<file path="config.mk">
export PLATFORM = sky130hd
export DESIGN_NAME = pipe_chain_flat
export DESIGN_NICKNAME = d
export VERILOG_FILES = /design/src/rtl/pipe_chain_if.sv /design/src/rtl/pipe_chain.sv /design/src/flat_wrapper.sv
export SDC_FILE = /design/constraint.sdc
export NUM_CORES = 1
export LEC_CHECK = 0
export BUFFER_PORTS_ARGS = -buffer_cell sky130_fd_sc_hd__buf_2
export CORE_MARGIN = 2
export CORE_UTILIZATION = 60
export CTS_CLUSTER_DIAMETER = 40
export DETAILED_ROUTE_END_ITERATION = 16
export GPL_ROUTABILITY_DRIVEN = 0
export PLACE_DENSITY_LB_ADDON = 0.15
export SETUP_SLACK_MARGIN = 0.3
export SLEW_MARGIN = 30
export SYNTH_ARGS = -nofsm -noshare
export SYNTH_HDL_FRONTEND = slang
export SYNTH_SLANG_ARGS = --single-unit
</file>
<file path="constraint.sdc">
create_clock -name clk -period 10.5 [get_ports clk]
set_clock_uncertainty 0.15 [all_clocks]
set_input_delay 0 -clock clk [delete_from_list [all_inputs] [get_ports clk]]
set_output_delay 0 -clock clk [all_outputs]
set_load 0.005 [all_outputs]
</file>
<file path="src/rtl/pipe_chain_if.sv">
// Valid/ready streaming handshake bundle shared by the producer and consumer sides of pipe_chain.
interface pipe_chain_if #(
  parameter int DW = 32
);
  logic          valid;
  logic [DW-1:0] data;
  logic          ready;

  modport master (output valid, output data, input  ready);
  modport slave  (input  valid, input  data, output ready);
endinterface

</file>
<file path="src/rtl/pipe_chain.sv">
// Elastic valid/ready register chain: STAGES stages, each with an optional skid register (SKID=1).
// Optional synchronous flush input is enabled by defining PIPE_CHAIN_FLUSH_EN.
module pipe_chain #(
  parameter  int DW     = 32,
  parameter  int STAGES = 4,
  parameter  int SKID   = 1,
  localparam int CAP    = (SKID != 0) ? 2 * STAGES : STAGES,
  localparam int CW     = $clog2(CAP + 1)
) (
  input  logic          clk,
  input  logic          rst_n,
`ifdef PIPE_CHAIN_FLUSH_EN
  input  logic          flush_i,
`endif
  pipe_chain_if.slave   in_if,
  pipe_chain_if.master  out_if,
  output logic [CW-1:0] count_o
);

  logic flush;
`ifdef PIPE_CHAIN_FLUSH_EN
  assign flush = flush_i;
`else
  assign flush = 1'b0;
`endif

  logic [STAGES-1:0] mv_q, mv_d;
  logic [STAGES-1:0] sv_q, sv_d;
  logic [DW-1:0]     md_q [STAGES];
  logic [DW-1:0]     md_d [STAGES];
  logic [DW-1:0]     sd_q [STAGES];
  logic [DW-1:0]     sd_d [STAGES];
  logic [CW-1:0]     count_q, count_d;

  logic [STAGES:0]   rdy_c;
  logic [STAGES:0]   blk;
  logic [STAGES-1:0] stg_vin;
  logic [STAGES-1:0] stg_rdn;
  logic [DW-1:0]     stg_din [STAGES];
  logic              ready_o;
  logic              in_hs;
  logic              out_hs;

  // blk[k] marks stage k as refusing new words; the top bit is the downstream stall.
  assign blk     = {~out_if.ready, sv_q};
  assign stg_rdn = ~blk[STAGES:1];

  always_comb begin
    rdy_c         = '0;
    rdy_c[STAGES] = out_if.ready;
    for (int k = STAGES - 1; k >= 0; k--) begin
      rdy_c[k] = !mv_q[k] || rdy_c[k+1];
    end
    stg_vin = '0;
    for (int k = 0; k < STAGES; k++) begin
      stg_din[k] = '0;
    end
    stg_vin[0] = in_if.valid;
    stg_din[0] = in_if.data;
    for (int k = 1; k < STAGES; k++) begin
      stg_vin[k] = mv_q[k-1];
      stg_din[k] = md_q[k-1];
    end
  end

  // Reset gates ready combinationally so the upstream sees it the moment reset releases.
  assign ready_o     = !rst_n && ((SKID != 0) ? !sv_q[0] : rdy_c[0]);
  assign in_if.ready = ready_o;
  assign in_hs       = in_if.valid && ready_o;
  assign out_hs      = out_if.valid && out_if.ready;

  always_comb begin
    mv_d = mv_q;
    sv_d = sv_q;
    md_d = md_q;
    sd_d = sd_q;
    for (int k = 0; k < STAGES; k++) begin
      if (SKID != 0) begin
        if (sv_q[k]) begin
          if (!mv_q[k] || stg_rdn[k]) begin
            mv_d[k] = 1'b1;
            md_d[k] = sd_q[k];
            sv_d[k] = 1'b0;
          end
        end else if (stg_vin[k]) begin
          if (!mv_q[k] || stg_rdn[k]) begin
            mv_d[k] = 1'b1;
            md_d[k] = stg_din[k];
          end else begin
            sv_d[k] = 1'b1;
            sd_d[k] = stg_din[k];
          end
        end else if (stg_rdn[k]) begin
          mv_d[k] = 1'b0;
        end
      end else if (rdy_c[k]) begin
        mv_d[k] = stg_vin[k];
        if (stg_vin[k]) begin
          md_d[k] = stg_din[k];
        end
      end
    end
    // Flush drops every held word but leaves the payload registers untouched.
    if (flush) begin
      mv_d = '0;
      sv_d = '0;
      md_d = md_q;
      sd_d = sd_q;
    end
  end

  always_comb begin
    count_d = count_q;
    if (flush) begin
      count_d = '0;
    end else if (in_hs && !out_hs) begin
      count_d = count_q + 1'b1;
    end else if (out_hs && !in_hs) begin
      count_d = count_q - 1'b1;
    end
  end

  always_ff @(posedge clk or posedge rst_n) begin
    if (rst_n) begin
      mv_q    <= '0;
      sv_q    <= '0;
      count_q <= '0;
      for (int k = 0; k < STAGES; k++) begin
        md_q[k] <= '0;
        sd_q[k] <= '0;
      end
    end else begin
      mv_q    <= mv_d;
      sv_q    <= sv_d;
      count_q <= count_d;
      for (int k = 0; k < STAGES; k++) begin
        md_q[k] <= md_d[k];
        sd_q[k] <= sd_d[k];
      end
    end
  end

  assign out_if.valid = mv_q[STAGES-1];
  assign out_if.data  = md_q[STAGES-1];
  assign count_o      = count_q;

endmodule

</file>
<file path="src/flat_wrapper.sv">
// flat-port wrapper written by rule: the top's interface ports become plain ports
module pipe_chain_flat 
#(
  parameter  int DW     = 32,
  parameter  int STAGES = 4,
  parameter  int SKID   = 1,
  localparam int CAP    = (SKID != 0) ? 2 * STAGES : STAGES,
  localparam int CW     = $clog2(CAP + 1)
)
  (clk, rst_n, count_o, in_if_valid, in_if_data, in_if_ready, out_if_valid, out_if_data, out_if_ready);
  pipe_chain_if #(.DW(DW)) in_if_i ();
  pipe_chain_if #(.DW(DW)) out_if_i ();
  input  logic clk;
  input  logic rst_n;
  output logic [CW-1:0] count_o;
  input wire logic [$bits(in_if_i.valid)-1:0] in_if_valid;
  input wire logic [$bits(in_if_i.data)-1:0] in_if_data;
  output wire logic [$bits(in_if_i.ready)-1:0] in_if_ready;
  output wire logic [$bits(out_if_i.valid)-1:0] out_if_valid;
  output wire logic [$bits(out_if_i.data)-1:0] out_if_data;
  input wire logic [$bits(out_if_i.ready)-1:0] out_if_ready;
  assign in_if_i.valid = in_if_valid;
  assign in_if_i.data = in_if_data;
  assign in_if_ready = in_if_i.ready;
  assign out_if_valid = out_if_i.valid;
  assign out_if_data = out_if_i.data;
  assign out_if_i.ready = out_if_ready;
  pipe_chain #(.DW(DW), .STAGES(STAGES), .SKID(SKID)) u_core (.clk(clk), .rst_n(rst_n), .in_if(in_if_i), .out_if(out_if_i), .count_o(count_o));
endmodule
</file>
### Yosys cells after proc, flatten, opt, wreduce, memory -nomap -nowiden

Cells that the tools add are included.

* register bits after elaboration: 268
* latch bits: 0
* RAM bits: 0
* bits in read-only memories: 0
* bits of input ports: 36
* output and inout bits: 38
* logic and storage cells: 112
* memories kept: 0

* $add $sub $neg: 2
* $mul: 0
* divide/modulo/power cells: 0
* magnitude comparators: 0
* equal/unequal tests: 6
* shift operators: 0
* muxes and demuxes: 46
* bitwise operators: 10
* reduce and logical (&&, ||, !) cells: 34

Operators with widths (number)
* two-way mux 32 bit: 16
* two-way mux 1 bit: 28
* AND reduction 3 bit: 7
* != test 2 bit (second input constant): 6
* nonzero test 3 bit: 4
* nonzero test 2 bit: 5
* NOT 1 bit: 9
* zero test 1 bit: 8
* two-way mux 4 bit: 2
* logical AND 1 bit: 5
* adder 4 x 1 -> 4 bit (second input constant): 1
* logical OR 1 bit: 4
* NOT 4 bit: 1
* subtractor 4 x 1 -> 4 bit (second input constant): 1
* AND reduction 2 bit: 1

### Longest topological paths before layout

* word-level depth: 7
* gate-level depth with buffers: 10
* mapped depth without buffers: 8

### Worst setup path after synthesis

No wires, ideal clock.

* kind: register to register
* from: register u_core.sv_q[0]
* to: register u_core.count_q[3] (netlist: u_core.count_o[3])
* library setup time: 131 ps
* data arrival time: 2303 ps
* path slack: 7916 ps
* stages on the path, launching flop included: 11
* cell sequence: dfrtp_1 buf_4 buf_2 nor2_1 and2_1 ha_1 inv_1 ha_1 or4_1 nand3_1 o211ai_1

* word-level cells in the longest chain between the ends: 6

RTL lines
* from (decl): line pipe_chain.sv:28 `logic [STAGES-1:0] sv_q, sv_d;`
* from (signal assigned): line pipe_chain.sv:134 `sv_q <= sv_d;`
* zero test 1 bit (*): line pipe_chain.sv:67 `assign ready_o = !rst_n && ((SKID != 0) ? !sv_q[0] : rdy_c[0]);`
* logical AND 1 bit (*): line pipe_chain.sv:67
* via in_if_ready: line flat_wrapper.sv:18 `output wire logic [$bits(in_if_i.ready)-1:0] in_if_ready;`
* logical AND 1 bit (*): line pipe_chain.sv:69 `assign in_hs = in_if.valid && ready_o;`
* zero test 1 bit: line pipe_chain.sv:118 `end else if (out_hs && !in_hs) begin`
* logical AND 1 bit: line pipe_chain.sv:118
* nonzero test 2 bit (no source line)
* to (signal assigned): line pipe_chain.sv:135 `count_q <= count_d;`
* to (decl): line pipe_chain.sv:33 `logic [CW-1:0] count_q, count_d;`

The timed path passes the listed nets; every way through them passes the cells marked *.
A chain may end at the register's enable or synchronous reset.

### Worst setup path after layout

* from: register u_core.sv_q[0]
* to: register u_core.count_q[3] (netlist: u_core.count_o[3])

* word-level cells in the longest chain between the ends: 6

RTL lines (line)
* zero test 1 bit (*): pipe_chain.sv:67
* logical AND 1 bit (*): pipe_chain.sv:67
* logical AND 1 bit (*): pipe_chain.sv:69
* zero test 1 bit: pipe_chain.sv:118
* logical AND 1 bit: pipe_chain.sv:118
* nonzero test 2 bit (no source line)

Every way passes the cells marked *; elsewhere a longest branch is shown, timed or not.

==> results.txt <==
----------------------------------------------------
[Status]
  Result of the run ... finished clean

[CTS]
  Clock buffers created by TritonCTS ... 35
  Clk_lat worst skew ... 0.50 ns
  CTS Hold Buffers Added ... 35
  Maximum root-to-sink buffer count ... 3
  Post-CTS Setup Inserts ... 0
  Total of cells resized after clock tree synthesis ... 0
  Clock edge transition at the registers on the reported setup and hold paths ... ~0.060 ns
  Number of sinks handled by clock tree synthesis ... 268
  TritonCTS clock tree ... done
  Clock H-tree levels ... 2
  Cell at the root of the clock tree ... sky130_fd_sc_hd__clkbuf_16

[Logic synthesis]
  Top FF cell, synth ... sky130_fd_sc_hd__dfrtp_1
  Net count after synthesis ... 923
  Synth cell types ... 30
  Synth Warn # ... 0
  Count of state elements after synthesis ... 268
  Cells after synthesis ... 883
  Seq/Total Area, Yosys ... 57.8%
  Number of enable-type register cells in the synthesized netlist ... 0
  Synth Area per Inst ... between 10 and 15 µm²
  Ys async rst share ... 100%
  Syn Std Cell Area ... 11600 µm²

[Critical path]
  Worst setup slack for register-to-register paths ... 7.61 ns
  WP data arrival ... 3.10 ns
  Critical Path Sink Type ... register
  Critical-path maximum fanout ... 36
  Startpoint class of the critical path ... register
  Critical path start-end classification ... register to register
  Required arrival time at the worst endpoint ... 10.72 ns
  Reg2Reg Launch Point ... u_core.sv_q[0]
  R2R depth ... 8
  Crit Reg-Reg Endpoint ... u_core.count_o[3]

[STA]
  Final Setup Violations ... 0
  Fmax ... roughly 350 MHz
  Post-layout minimum cycle time ... 2.89 ns
  Fin Hold WS ... 0.0722 ns
  Setup TNS ... 0 ns
  Slew Limit Fails ... 0
  Worst-case headroom to the max-slew limit ... roughly half
  Slew at the pin closest to its max-slew limit ... 0.763 ns
  Period utilisation layout ... between 20 and 30%
  Setup repair after global routing missed its margin ... false
  Final Hold Violating Endpoints ... 0
  Final critical-path setup slack ... 7.61 ns

[Place]
  Number of buffers added on ports ... 73
  DP HPWL ... 12700 µm
  Placement Setup Slack ... 7.39 ns

[Power and ir drop]
  IR Drop Worst-Case VDD ... around 0.00014 V
  Overall power after layout ... 3.81 mW
  Static leakage ... 6.13 nW
  Power per standard cell area ... 281 nW/µm²

[Route]
  Total Wirelength ... 19600 µm
  Final routed wire length divided by cell count ... 15.8 µm
  Via count ... 6609
  Number of iterations in the first detailed-routing pass ... 4
  Vias per Instance ... 5.33
  DRC marker count from the first detailed-route iteration ... 326
  DRT antenna net count ... 0
  Number of remaining DRC errors ... 0

[Floorplanning]
  Initial cell density of the core ... 61.6%
  Die Area ... 20500 µm²
  Top-level port count ... 74
  Total number of placement rows ... 50
  Placeable core area ... roughly 19000 µm²
  Die height ... 143 µm
  Overall die width ... 143 µm

[Cells and area]
  Leading cell type in the layout, fill and taps excluded ... sky130_fd_sc_hd__dfrtp_1
  Nets@finish ... 994
  Diodes inserted ... 0
  Growth of design area from synthesis to finish ... 17.0%
  Share of cells above drive strength 1 ... 35.1%
  Most frequent cells in the layout ... sky130_fd_sc_hd__dfrtp_1, sky130_fd_sc_hd__mux2_2, sky130_fd_sc_hd__nand2_1

[GRT]
  Maximum number of pins on one net before global-route repair ... 116
  Global routing usage summed across all routing layers ... 20.3%
  First-pass GRT wire length ... 33600 µm
  Overflow after GRT ... 0
  Number of global-route vias before repair ... between 6k and 7k
  Initial antenna violation count ... 0

[Flow run]
  Maximum Capacitance Violations ... 0

[Hold path]
  Worst min-delay path category ... primary input to async pin

----------------------------------------------------
## cells in the mapped netlist (3+ instances only)
cell                        number  area, µm²
sky130_fd_sc_hd__mux2i_1        97        971
sky130_fd_sc_hd__o21ai_0        97        485
sky130_fd_sc_hd__nand3_1         3       15.0
sky130_fd_sc_hd__nor2_1          9       33.8
sky130_fd_sc_hd__ha_1            3       37.5
sky130_fd_sc_hd__mux2_1          4       45.0
sky130_fd_sc_hd__buf_6           6       67.6
sky130_fd_sc_hd__mux2_2        189       2130
sky130_fd_sc_hd__buf_4          39        293
sky130_fd_sc_hd__nand2_1       105        394
sky130_fd_sc_hd__buf_2          25        125
sky130_fd_sc_hd__clkbuf_1       14       52.6
sky130_fd_sc_hd__dfrtp_1       268       6710
sky130_fd_sc_hd__o2bb2ai_2       3       45.0
## layout make-up
class	instances	area (µm²)
clock buffer	46	1030
clock inverter	17	243
fill	1233	5240
inverter	2	15.0
multi-input combinational	529	4400
sequential	268	6710
tap	260	325
timing repair buffer	118	858
## routing by layer
| layer | GRT usage (%) | vias up | part of all wire (%) |
|---|---|---|---|
| met3 | 3.42 | 37 | 3.2 |
| met1 | 29.9 | 3243 | 49 |
| met5 | 0 | - | 0 |
| met2 | 31.1 | 113 | 45 |
| li1 | - | 3216 | - |
| met4 | 6.25 | 0 | 2.2 |
## flip-flops by register name, summed over array words and instances, names as in the netlist
signal              count
u_core.count_o          4
u_core.md_q            96
u_core.mv_q             4
u_core.out_if.data     32
u_core.sd_q           128
u_core.sv_q             4
## worst max-delay path by stage
stage                        endpoint           start
finish              u_core.count_o[3]  u_core.sv_q[0]
floorplan           u_core.count_o[0]           rst_n
CTS                 u_core.count_o[3]  u_core.sv_q[0]
global placement    u_core.count_o[3]  u_core.sv_q[0]
global route        u_core.count_o[3]  u_core.sv_q[0]
detailed placement  u_core.count_o[3]  u_core.sv_q[0]
## report_power, final
part | total, mW | leakage [nW] | switching [mW] | internal (mW)
clock | 1.25 | 0.615 | 0.433 | 0.818
combinational | 0.847 | 2.15 | 0.354 | 0.493
sequential | 1.71 | 3.36 | 0.262 | 1.45
total | 3.81 | 6.13 | 1.05 | 2.76
## kinds of logic (layout without fill, tap and decap cells)
kind of cell / count (synthesis) / count (layout) / synth area share, %
mux: 290 / 290 / 27.1
flops: 268 / 268 / 57.8
simple gates: 128 / 128 / 4.91
compound gates: 105 / 105 / 4.88
buf+inv: 86 / 183 / 4.70
fa+ha+maj: 4 / 4 / 0.496
xor+xnor: 2 / 2 / 0.151
## critical path: stages, from the launching register on
cell and delay [ns]:
sky130_fd_sc_hd__dfrtp_4 0.80, sky130_fd_sc_hd__nor2_1 0.13, sky130_fd_sc_hd__and2_1 0.18, sky130_fd_sc_hd__ha_1 0.25, sky130_fd_sc_hd__inv_1 0.15, sky130_fd_sc_hd__ha_1 0.32
sky130_fd_sc_hd__or4_1 0.56, sky130_fd_sc_hd__nand3_1 0.12, sky130_fd_sc_hd__o211ai_1 0.09
## per-stage QoR
| step | utilization [%] | cell area [µm²] | instances |
|---|---|---|---|
| after floorplan | - | 11600 | 883 |
| after detailed placement | 63.4 | 11900 | 1142 |
| after global routing | 72.2 | 13600 | 1240 |
| final | 72.2 | 13600 | 1240 |
| after CTS | 72.1 | 13600 | 1240 |
| after global placement | 63.0 | 11900 | 1139 |
(Power assumes the default switching activity.)
